==> src/rtl/alu_pkg.sv <==
// ============================================================================
// alu_pkg : opcodes, FSM state type and default widths for the ALU controller
// Rev 1.0
// ============================================================================
`default_nettype none

package alu_pkg;

    localparam int ALU_W    = 8;
    localparam int ALU_NREG = 8;
    localparam int ALU_RW   = 3;

    localparam logic [3:0] OP_ADD  = 4'd0;
    localparam logic [3:0] OP_SUB  = 4'd1;
    localparam logic [3:0] OP_AND  = 4'd2;
    localparam logic [3:0] OP_OR   = 4'd3;
    localparam logic [3:0] OP_XOR  = 4'd4;
    localparam logic [3:0] OP_SHL  = 4'd5;
    localparam logic [3:0] OP_SHR  = 4'd6;
    localparam logic [3:0] OP_EQ   = 4'd7;
    localparam logic [3:0] OP_LOAD = 4'd8;

    typedef enum logic [1:0] {
        ST_IDLE = 2'd0,
        ST_EXEC = 2'd1,
        ST_RESP = 2'd2
    } state_t;

    function automatic logic is_alu_op(input logic [3:0] op);
        return (op < OP_LOAD);
    endfunction

endpackage

`default_nettype wire

==> src/rtl/alu_ctrl_if.sv <==
// ============================================================================
// alu_ctrl_if : command / response handshake bundle between host and controller
// Rev 1.0
// ============================================================================
`default_nettype none

interface alu_ctrl_if
    import alu_pkg::*;
#(
    parameter int W  = ALU_W,
    parameter int RW = ALU_RW
);
    logic          cmd_valid;
    logic          cmd_ready;
    logic [3:0]    cmd_op;
    logic [RW-1:0] cmd_rd;
    logic [RW-1:0] cmd_rs1;
    logic [RW-1:0] cmd_rs2;
    logic [W-1:0]  cmd_imm;

    logic          rsp_valid;
    logic          rsp_ready;
    logic [W-1:0]  rsp_data;
    logic          rsp_zero;
    logic          rsp_carry;
    logic          rsp_err;

    modport master (
        output cmd_valid, cmd_op, cmd_rd, cmd_rs1, cmd_rs2, cmd_imm, rsp_ready,
        input  cmd_ready, rsp_valid, rsp_data, rsp_zero, rsp_carry, rsp_err
    );

    modport slave (
        input  cmd_valid, cmd_op, cmd_rd, cmd_rs1, cmd_rs2, cmd_imm, rsp_ready,
        output cmd_ready, rsp_valid, rsp_data, rsp_zero, rsp_carry, rsp_err
    );
endinterface

`default_nettype wire

==> src/rtl/alu_regfile.sv <==
// ============================================================================
// alu_regfile : NREG x W register file, two async read ports, one sync write, r0 = 0
// Rev 1.0
// ============================================================================
`default_nettype none

module alu_regfile
    import alu_pkg::*;
#(
    parameter int W    = ALU_W,
    parameter int NREG = ALU_NREG,
    parameter int RW   = ALU_RW
)(
    input  logic          clk,
    input  logic          rst_n,
    input  logic          we_i,
    input  logic [RW-1:0] waddr_i,
    input  logic [W-1:0]  wdata_i,
    input  logic [RW-1:0] raddr_a_i,
    input  logic [RW-1:0] raddr_b_i,
    output logic [W-1:0]  rdata_a_o,
    output logic [W-1:0]  rdata_b_o
);

    logic [W-1:0] mem_q [NREG];

    always_ff @(posedge clk or negedge rst_n) begin
        if (!rst_n) begin
            for (int i = 0; i < NREG; i++) begin
                mem_q[i] <= '0;
            end
        end else if (we_i && (waddr_i != '0)) begin
            mem_q[waddr_i] <= wdata_i;
        end
    end

    assign rdata_a_o = (raddr_a_i == '0) ? '0 : mem_q[raddr_a_i];
    assign rdata_b_o = (raddr_b_i == '0) ? '0 : mem_q[raddr_b_i];

endmodule

`default_nettype wire

==> src/rtl/alu_ctrl.sv <==
// ============================================================================
// alu_ctrl : command-driven sequencer for an 8-bit combinational ALU
// Rev 1.0
// ============================================================================
`default_nettype none

module alu_ctrl
    import alu_pkg::*;
#(
    parameter int W    = ALU_W,
    parameter int NREG = ALU_NREG,
    parameter int RW   = ALU_RW
)(
    input  logic         clk,
    input  logic         rst_n,
    alu_ctrl_if.slave    bus,
    output logic [W-1:0] alu_a,
    output logic [W-1:0] alu_b,
    output logic [3:0]   alu_opcode,
    input  logic [W-1:0] alu_result,
    input  logic         alu_zero,
    input  logic         alu_carry
);

    state_t        state_q;
    logic          cmd_ready_q;
    logic          rsp_valid_q;
    logic [W-1:0]  rsp_data_q;
    logic          rsp_err_q;
    logic          zero_q;
    logic          carry_q;
    logic [W-1:0]  alu_a_q;
    logic [W-1:0]  alu_b_q;
    logic [3:0]    alu_opcode_q;
    logic [RW-1:0] rd_q;

    logic          rf_we;
    logic [RW-1:0] rf_waddr;
    logic [W-1:0]  rf_wdata;
    logic [W-1:0]  rf_rdata_a;
    logic [W-1:0]  rf_rdata_b;

    // Operands are read with the incoming command fields so they are already
    // registered on the ALU inputs for the whole EXEC cycle.
    alu_regfile #(.W(W), .NREG(NREG), .RW(RW)) u_regfile (
        .clk       (clk),
        .rst_n     (rst_n),
        .we_i      (rf_we),
        .waddr_i   (rf_waddr),
        .wdata_i   (rf_wdata),
        .raddr_a_i (bus.cmd_rs1),
        .raddr_b_i (bus.cmd_rs2),
        .rdata_a_o (rf_rdata_a),
        .rdata_b_o (rf_rdata_b)
    );

    always_comb begin
        rf_we    = 1'b0;
        rf_waddr = rd_q;
        rf_wdata = alu_result;
        if (state_q == ST_EXEC) begin
            rf_we = 1'b1;
        end else if (state_q == ST_IDLE && bus.cmd_valid && bus.cmd_op == OP_LOAD) begin
            rf_we    = 1'b1;
            rf_waddr = bus.cmd_rd;
            rf_wdata = bus.cmd_imm;
        end
    end

    always_ff @(posedge clk or negedge rst_n) begin
        if (!rst_n) begin
            state_q      <= ST_IDLE;
            cmd_ready_q  <= 1'b1;
            rsp_valid_q  <= 1'b0;
            rsp_data_q   <= '0;
            rsp_err_q    <= 1'b0;
            zero_q       <= 1'b0;
            carry_q      <= 1'b0;
            alu_a_q      <= '0;
            alu_b_q      <= '0;
            alu_opcode_q <= '0;
            rd_q         <= '0;
        end else begin
            case (state_q)
                ST_IDLE: begin
                    if (bus.cmd_valid) begin
                        cmd_ready_q <= 1'b0;
                        rd_q        <= bus.cmd_rd;
                        if (is_alu_op(bus.cmd_op)) begin
                            alu_a_q      <= rf_rdata_a;
                            alu_b_q      <= rf_rdata_b;
                            alu_opcode_q <= bus.cmd_op;
                            state_q      <= ST_EXEC;
                        end else begin
                            // LOAD and illegal ops skip the ALU entirely.
                            rsp_valid_q <= 1'b1;
                            rsp_err_q   <= (bus.cmd_op != OP_LOAD);
                            rsp_data_q  <= (bus.cmd_op == OP_LOAD) ? bus.cmd_imm : '0;
                            state_q     <= ST_RESP;
                        end
                    end
                end
                ST_EXEC: begin
                    rsp_valid_q <= 1'b1;
                    rsp_err_q   <= 1'b0;
                    rsp_data_q  <= alu_result;
                    zero_q      <= alu_zero;
                    carry_q     <= alu_carry;
                    state_q     <= ST_RESP;
                end
                ST_RESP: begin
                    if (bus.rsp_ready) begin
                        rsp_valid_q <= 1'b0;
                        cmd_ready_q <= 1'b1;
                        state_q     <= ST_IDLE;
                    end
                end
                default: begin
                    state_q     <= ST_IDLE;
                    cmd_ready_q <= 1'b1;
                    rsp_valid_q <= 1'b0;
                end
            endcase
        end
    end

    assign bus.cmd_ready = cmd_ready_q;
    assign bus.rsp_valid = rsp_valid_q;
    assign bus.rsp_data  = rsp_data_q;
    assign bus.rsp_err   = rsp_err_q;
    assign bus.rsp_zero  = zero_q;
    assign bus.rsp_carry = carry_q;
    assign alu_a         = alu_a_q;
    assign alu_b         = alu_b_q;
    assign alu_opcode    = alu_opcode_q;

endmodule

`default_nettype wire

==> src/flat_wrapper.sv <==
// flat-port wrapper written by rule: the top's interface ports become plain ports
module alu_ctrl_flat import alu_pkg::*;
#(
    parameter int W    = ALU_W,
    parameter int NREG = ALU_NREG,
    parameter int RW   = ALU_RW
)
  (clk, rst_n, alu_a, alu_b, alu_opcode, alu_result, alu_zero, alu_carry, bus_cmd_valid, bus_cmd_op, bus_cmd_rd, bus_cmd_rs1, bus_cmd_rs2, bus_cmd_imm, bus_rsp_ready, bus_cmd_ready, bus_rsp_valid, bus_rsp_data, bus_rsp_zero, bus_rsp_carry, bus_rsp_err);
  alu_ctrl_if #(.W(W), .RW(RW)) bus_i ();
  input  logic clk;
  input  logic rst_n;
  output logic [W-1:0] alu_a;
  output logic [W-1:0] alu_b;
  output logic [3:0] alu_opcode;
  input  logic [W-1:0] alu_result;
  input  logic alu_zero;
  input  logic alu_carry;
  input wire logic [$bits(bus_i.cmd_valid)-1:0] bus_cmd_valid;
  input wire logic [$bits(bus_i.cmd_op)-1:0] bus_cmd_op;
  input wire logic [$bits(bus_i.cmd_rd)-1:0] bus_cmd_rd;
  input wire logic [$bits(bus_i.cmd_rs1)-1:0] bus_cmd_rs1;
  input wire logic [$bits(bus_i.cmd_rs2)-1:0] bus_cmd_rs2;
  input wire logic [$bits(bus_i.cmd_imm)-1:0] bus_cmd_imm;
  input wire logic [$bits(bus_i.rsp_ready)-1:0] bus_rsp_ready;
  output wire logic [$bits(bus_i.cmd_ready)-1:0] bus_cmd_ready;
  output wire logic [$bits(bus_i.rsp_valid)-1:0] bus_rsp_valid;
  output wire logic [$bits(bus_i.rsp_data)-1:0] bus_rsp_data;
  output wire logic [$bits(bus_i.rsp_zero)-1:0] bus_rsp_zero;
  output wire logic [$bits(bus_i.rsp_carry)-1:0] bus_rsp_carry;
  output wire logic [$bits(bus_i.rsp_err)-1:0] bus_rsp_err;
  assign bus_i.cmd_valid = bus_cmd_valid;
  assign bus_i.cmd_op = bus_cmd_op;
  assign bus_i.cmd_rd = bus_cmd_rd;
  assign bus_i.cmd_rs1 = bus_cmd_rs1;
  assign bus_i.cmd_rs2 = bus_cmd_rs2;
  assign bus_i.cmd_imm = bus_cmd_imm;
  assign bus_i.rsp_ready = bus_rsp_ready;
  assign bus_cmd_ready = bus_i.cmd_ready;
  assign bus_rsp_valid = bus_i.rsp_valid;
  assign bus_rsp_data = bus_i.rsp_data;
  assign bus_rsp_zero = bus_i.rsp_zero;
  assign bus_rsp_carry = bus_i.rsp_carry;
  assign bus_rsp_err = bus_i.rsp_err;
  alu_ctrl #(.W(W), .NREG(NREG), .RW(RW)) u_core (.clk(clk), .rst_n(rst_n), .bus(bus_i), .alu_a(alu_a), .alu_b(alu_b), .alu_opcode(alu_opcode), .alu_result(alu_result), .alu_zero(alu_zero), .alu_carry(alu_carry));
endmodule
==> config.mk <==
export PLATFORM = sky130hd
export DESIGN_NAME = alu_ctrl_flat
export DESIGN_NICKNAME = d
export VERILOG_FILES = /design/src/rtl/alu_pkg.sv /design/src/rtl/alu_ctrl_if.sv /design/src/rtl/alu_regfile.sv /design/src/rtl/alu_ctrl.sv /design/src/flat_wrapper.sv
export SDC_FILE = /design/constraint.sdc
export NUM_CORES = 1
export LEC_CHECK = 0
export CELL_PAD_IN_SITES_DETAIL_PLACEMENT = 0
export CELL_PAD_IN_SITES_GLOBAL_PLACEMENT = 1
export CORE_AREA = 2 2 111 113
export CTS_BUF_LIST = sky130_fd_sc_hd__clkbuf_4
export DETAILED_ROUTE_END_ITERATION = 16
export DIE_AREA = 0 0 113 115
export PLACE_DENSITY = 0.78
export RECOVER_POWER = 100
export SLEW_MARGIN = 20
export SYNTH_ARGS = -nofsm -noshare
export SYNTH_HDL_FRONTEND = slang
export SYNTH_SLANG_ARGS = --single-unit
==> constraint.sdc <==
create_clock -name clk -period 1.9 [get_ports clk]
set_clock_uncertainty 0.1 [all_clocks]
set_input_delay 0.19 -clock clk [delete_from_list [all_inputs] [get_ports clk]]
set_output_delay 0.19 -clock clk [all_outputs]
set_load 0.1 [all_outputs]
==> impl_metrics.csv <==
group,metric,value,unit
status,status,"complete, but fails checks",
status,violations,"DRC",
setup_path,end_kind,"register",
timing,finalHoldViolCount,0,
cts,worstSkewPairLatency,0.45,ns
timing,setup_viol,0,
layout,fin_cells,610,
placed_design,dp_slack,-0.444,ns
setup_path,reg2reg_to,"u_core.u_regfile.mem_q[40]",
synthesis,synth.ff_latch_count,94,
timing,slew_headroom,0.286,
flow_run,maxCapViolCount,0,
worst_hold_path,worstHoldEndpoint,"u_core.bus.rsp_carry",
setup_path,critPathMaxFanout,4,
floorplan,dieArea,13000,um^2
global_routing,grt_start_max_net_pins,53,
cts,clk_pin_slew,0.16,ns
layout,layout.nets,493,
layout,area_growth,27.9,%
synthesis,syn-mean-instance-area,13.2,um^2
timing,tns,0,ns
synthesis,synth_top_area_frac,0.491,
placed_design,port_buffers,67,
cts,numCtsBuffers,9,
detailed_routing,wl_per_cell,19.0,um
power,vdd_drop_max,0.723,mV
detailed_routing,wl,11600,um
worst_hold_path,whs_path_depth,2,
floorplan,rows,40,
layout,finalInstanceArea,6060,um^2
setup_path,critPathKind,"reg -> reg",
cts,cts.sinks,94,
worst_hold_path,hold_path.startpoint,"alu_carry",
global_routing,grt_pass1_wl,18700,um
timing,slew_violations,0,
synthesis,synth_top_area_cell,"dfrtp_1",
detailed_routing,via_per_inst,5.55,
layout,layout-drive-gt1-share,0.447,
timing,tightest_slew,1.07,ns
power,p_total,9.27,mW
cts,clockRootBuffer,"clkbuf_4",
floorplan,core-area,11800,um^2
detailed_routing,dr_wl_met3,704,um
setup_path,rr_startpoint,"u_core.state_q[0]",
setup_path,start_kind,"register",
placed_design,dp_cells,591,
setup_path,arrival,2.09,ns
cts,tritoncts,"built",
setup_path,worstPathRequired,2.14,ns
worst_hold_path,min-delay-path-class,"in -> reg",
setup_path,ff2ff_setup_slack,0.04,ns
power,p_per_area,1530,nW/um^2
global_routing,grt_overflow_total,0,
global_routing,grt_pass1_vias,3386,
synthesis,yosysWarningCount,0,
global_routing,grt_usage,0.187,
detailed_routing,top_layer,"met4",
timing,finalWorstSetupSlack,0.0442,ns
timing,timing.final.crit_share,0.977,
timing,whs,0.235,ns
placed_design,gp_congestion,0.824,
detailed_routing,drtAntennaViolNets,0,
placed_design,dp_hpwl,8260,um
timing,timing.final.crit_period,1.86,ns
placed_design,dpl_cell_area,5840,um^2
detailed_routing,wl_met1,5480,um
detailed_routing,drt_first_pass_iters,10,
synthesis,synth.area.top_cells,"dfrtp_1 49%, mux2_2 18%, mux4_2 7.6%",
layout,n_antenna_cell,0,
setup_path,reg2reg_depth,6,
synthesis,yosysUniqueCellTypes,42,
detailed_routing,wl_met2,5280,um
synthesis,netlist_area,4740,um^2
cts,cts_max_path_buffers,2,
floorplan,initial_utilization,0.401,
detailed_routing,num_vias,3384,
timing,max_freq,539,MHz
layout,fin_util,0.513,
synthesis,synth_cells,359,
cts,htreeDepth,3,
global_routing,antenna_found_initial,0,
synthesis,ys_seq_area_frac,0.496,
detailed_routing,drcViolationCount,3,
detailed_routing,first_iter_violations,216,
synthesis,syn-num-nets,394,
power,total_leakage_power,2.66,nW
floorplan,ioPinCount,68,
floorplan,die_w,113,um
floorplan,die_h,115,um
timing,rsz0062_at_grt,"yes",
-- cell families after synthesis --
| family | share of synthesized area |
|---|---|
| AOI/OAI and AO/OA | 0.104 |
| buffers and inverters | 0.0327 |
| muxes | 0.284 |
| and+or+nand+nor | 0.0831 |
| DFF | 0.496 |
-- final cells by class --
| class | instances | area, um^2 |
|---|---|---|
| clock inverters | 6 | 61.3 |
| clock buffers | 10 | 75.1 |
| multi-input cells | 231 | 2290 |
| repair buffers | 113 | 1060 |
| well taps | 147 | 184 |
| inverters | 9 | 33.8 |
| fillers | 1020 | 5750 |
| flip-flops and latches | 94 | 2350 |
-- registers in the layout, indices dropped and copies added (netlist names) --
register	count
u_core.alu_a	8
u_core.state_q	2
u_core.u_regfile.mem_q	56
u_core.alu_opcode	4
u_core.bus.rsp_data	8
u_core.bus.rsp_valid	1
u_core.bus.rsp_carry	1
u_core.bus.rsp_zero	1
u_core.rd_q	3
u_core.alu_b	8
u_core.bus.rsp_err	1
u_core.bus.cmd_ready	1
-- power by group --
| part | internal (mW) | switching [mW] | leakage (nW) | total, mW |
|---|---|---|---|---|
| clock | 0.415 | 0.684 | 0.0765 | 1.10 |
| sequential | 2.90 | 0.724 | 1.12 | 3.62 |
| combinational | 1.75 | 2.80 | 1.46 | 4.55 |
-- Yosys cell counts, drive strengths merged --
cell,count
o31ai,8
nand4bb,1
nand2b,4
inv,9
buf,13
nor3,2
nand4,1
mux2,83
and2,2
o211ai,8
a221oi,6
nor3b,3
nor2b,9
a21oi,4
a222oi,8
or2,1
nand2,33
nor4bb,1
o31a,1
clkbuf,12
mux4,16
dfrtp,93
nor2,7
a31oi,4
nand4b,3
mux2i,2
o21ai,4
a22oi,8
nor4b,1
nand3,2
dfstp,1
o21a,9
-- critical path: stages (launching register included) --
cell and delay (ns):
dfrtp_1 0.45, nor3b_4 0.20, buf_6 0.15, nand2_4 0.06
o31ai_4 0.29, buf_6 0.17, mux2_2 0.33
-- metal layers --
metal | GRT usage | up-vias
met4 | 0.0520 | 0
met1 | 0.273 | 1711
met5 | 0 | -
met3 | 0.0443 | 9
met2 | 0.283 | 116
li1 | - | 1548
-- cell usage in the layout, fill, tap and decap left out, drive strengths merged --
cell type / netlist / final
dfrtp: 93 / 93
mux2: 83 / 83
buf: 13 / 77
clkdlybuf4s50: 0 / 33
nand2: 33 / 33
mux4: 16 / 16
clkbuf: 12 / 12
inv: 9 / 10
o21a: 9 / 9
nor2b: 9 / 9
a22oi: 8 / 8
o211ai: 8 / 8
a222oi: 8 / 8
o31ai: 8 / 8
nor2: 7 / 7
a221oi: 6 / 6
nand2b: 4 / 4
a31oi: 4 / 4
a21oi: 4 / 4
o21ai: 4 / 4
nand4b: 3 / 3
clkinv: 0 / 3
nor3b: 3 / 3
mux2i: 2 / 2
and2: 2 / 2
nor3: 2 / 2
nand3: 2 / 2
nor4b: 1 / 1
nand4bb: 1 / 1
or2: 1 / 1
nor4bb: 1 / 1
o31a: 1 / 1
nand4: 1 / 1
bufinv: 0 / 1
clkinvlp: 0 / 1
dlygate4sd3: 0 / 1
dfstp: 1 / 1
-- worst max-delay path by stage --
stage                           start                          to  slack, ns  cells after the start
global route        u_core.state_q[0]  u_core.u_regfile.mem_q[40]      -0.02                      6
detailed placement      bus_cmd_op[1]  u_core.u_regfile.mem_q[50]      -0.44                      7
finish              u_core.state_q[0]  u_core.u_regfile.mem_q[40]       0.04                      6
global placement        bus_cmd_op[1]  u_core.u_regfile.mem_q[48]      -0.39                      7
floorplan           u_core.state_q[1]  u_core.u_regfile.mem_q[48]      -0.08                      5
CTS                 u_core.state_q[0]   u_core.u_regfile.mem_q[7]      0.005                      6
-- repair_timing --
item / CTS / global route
endpoints found under the setup margin: 38 / 56
pin swaps: 1 / 1
hold buffers: 1 / 0
buffers inserted: 3 / 0
endpoints found under the hold margin: 94 / 0
resized for setup: 2 / 16
Note: power is estimated with default switching activity, not from simulation.
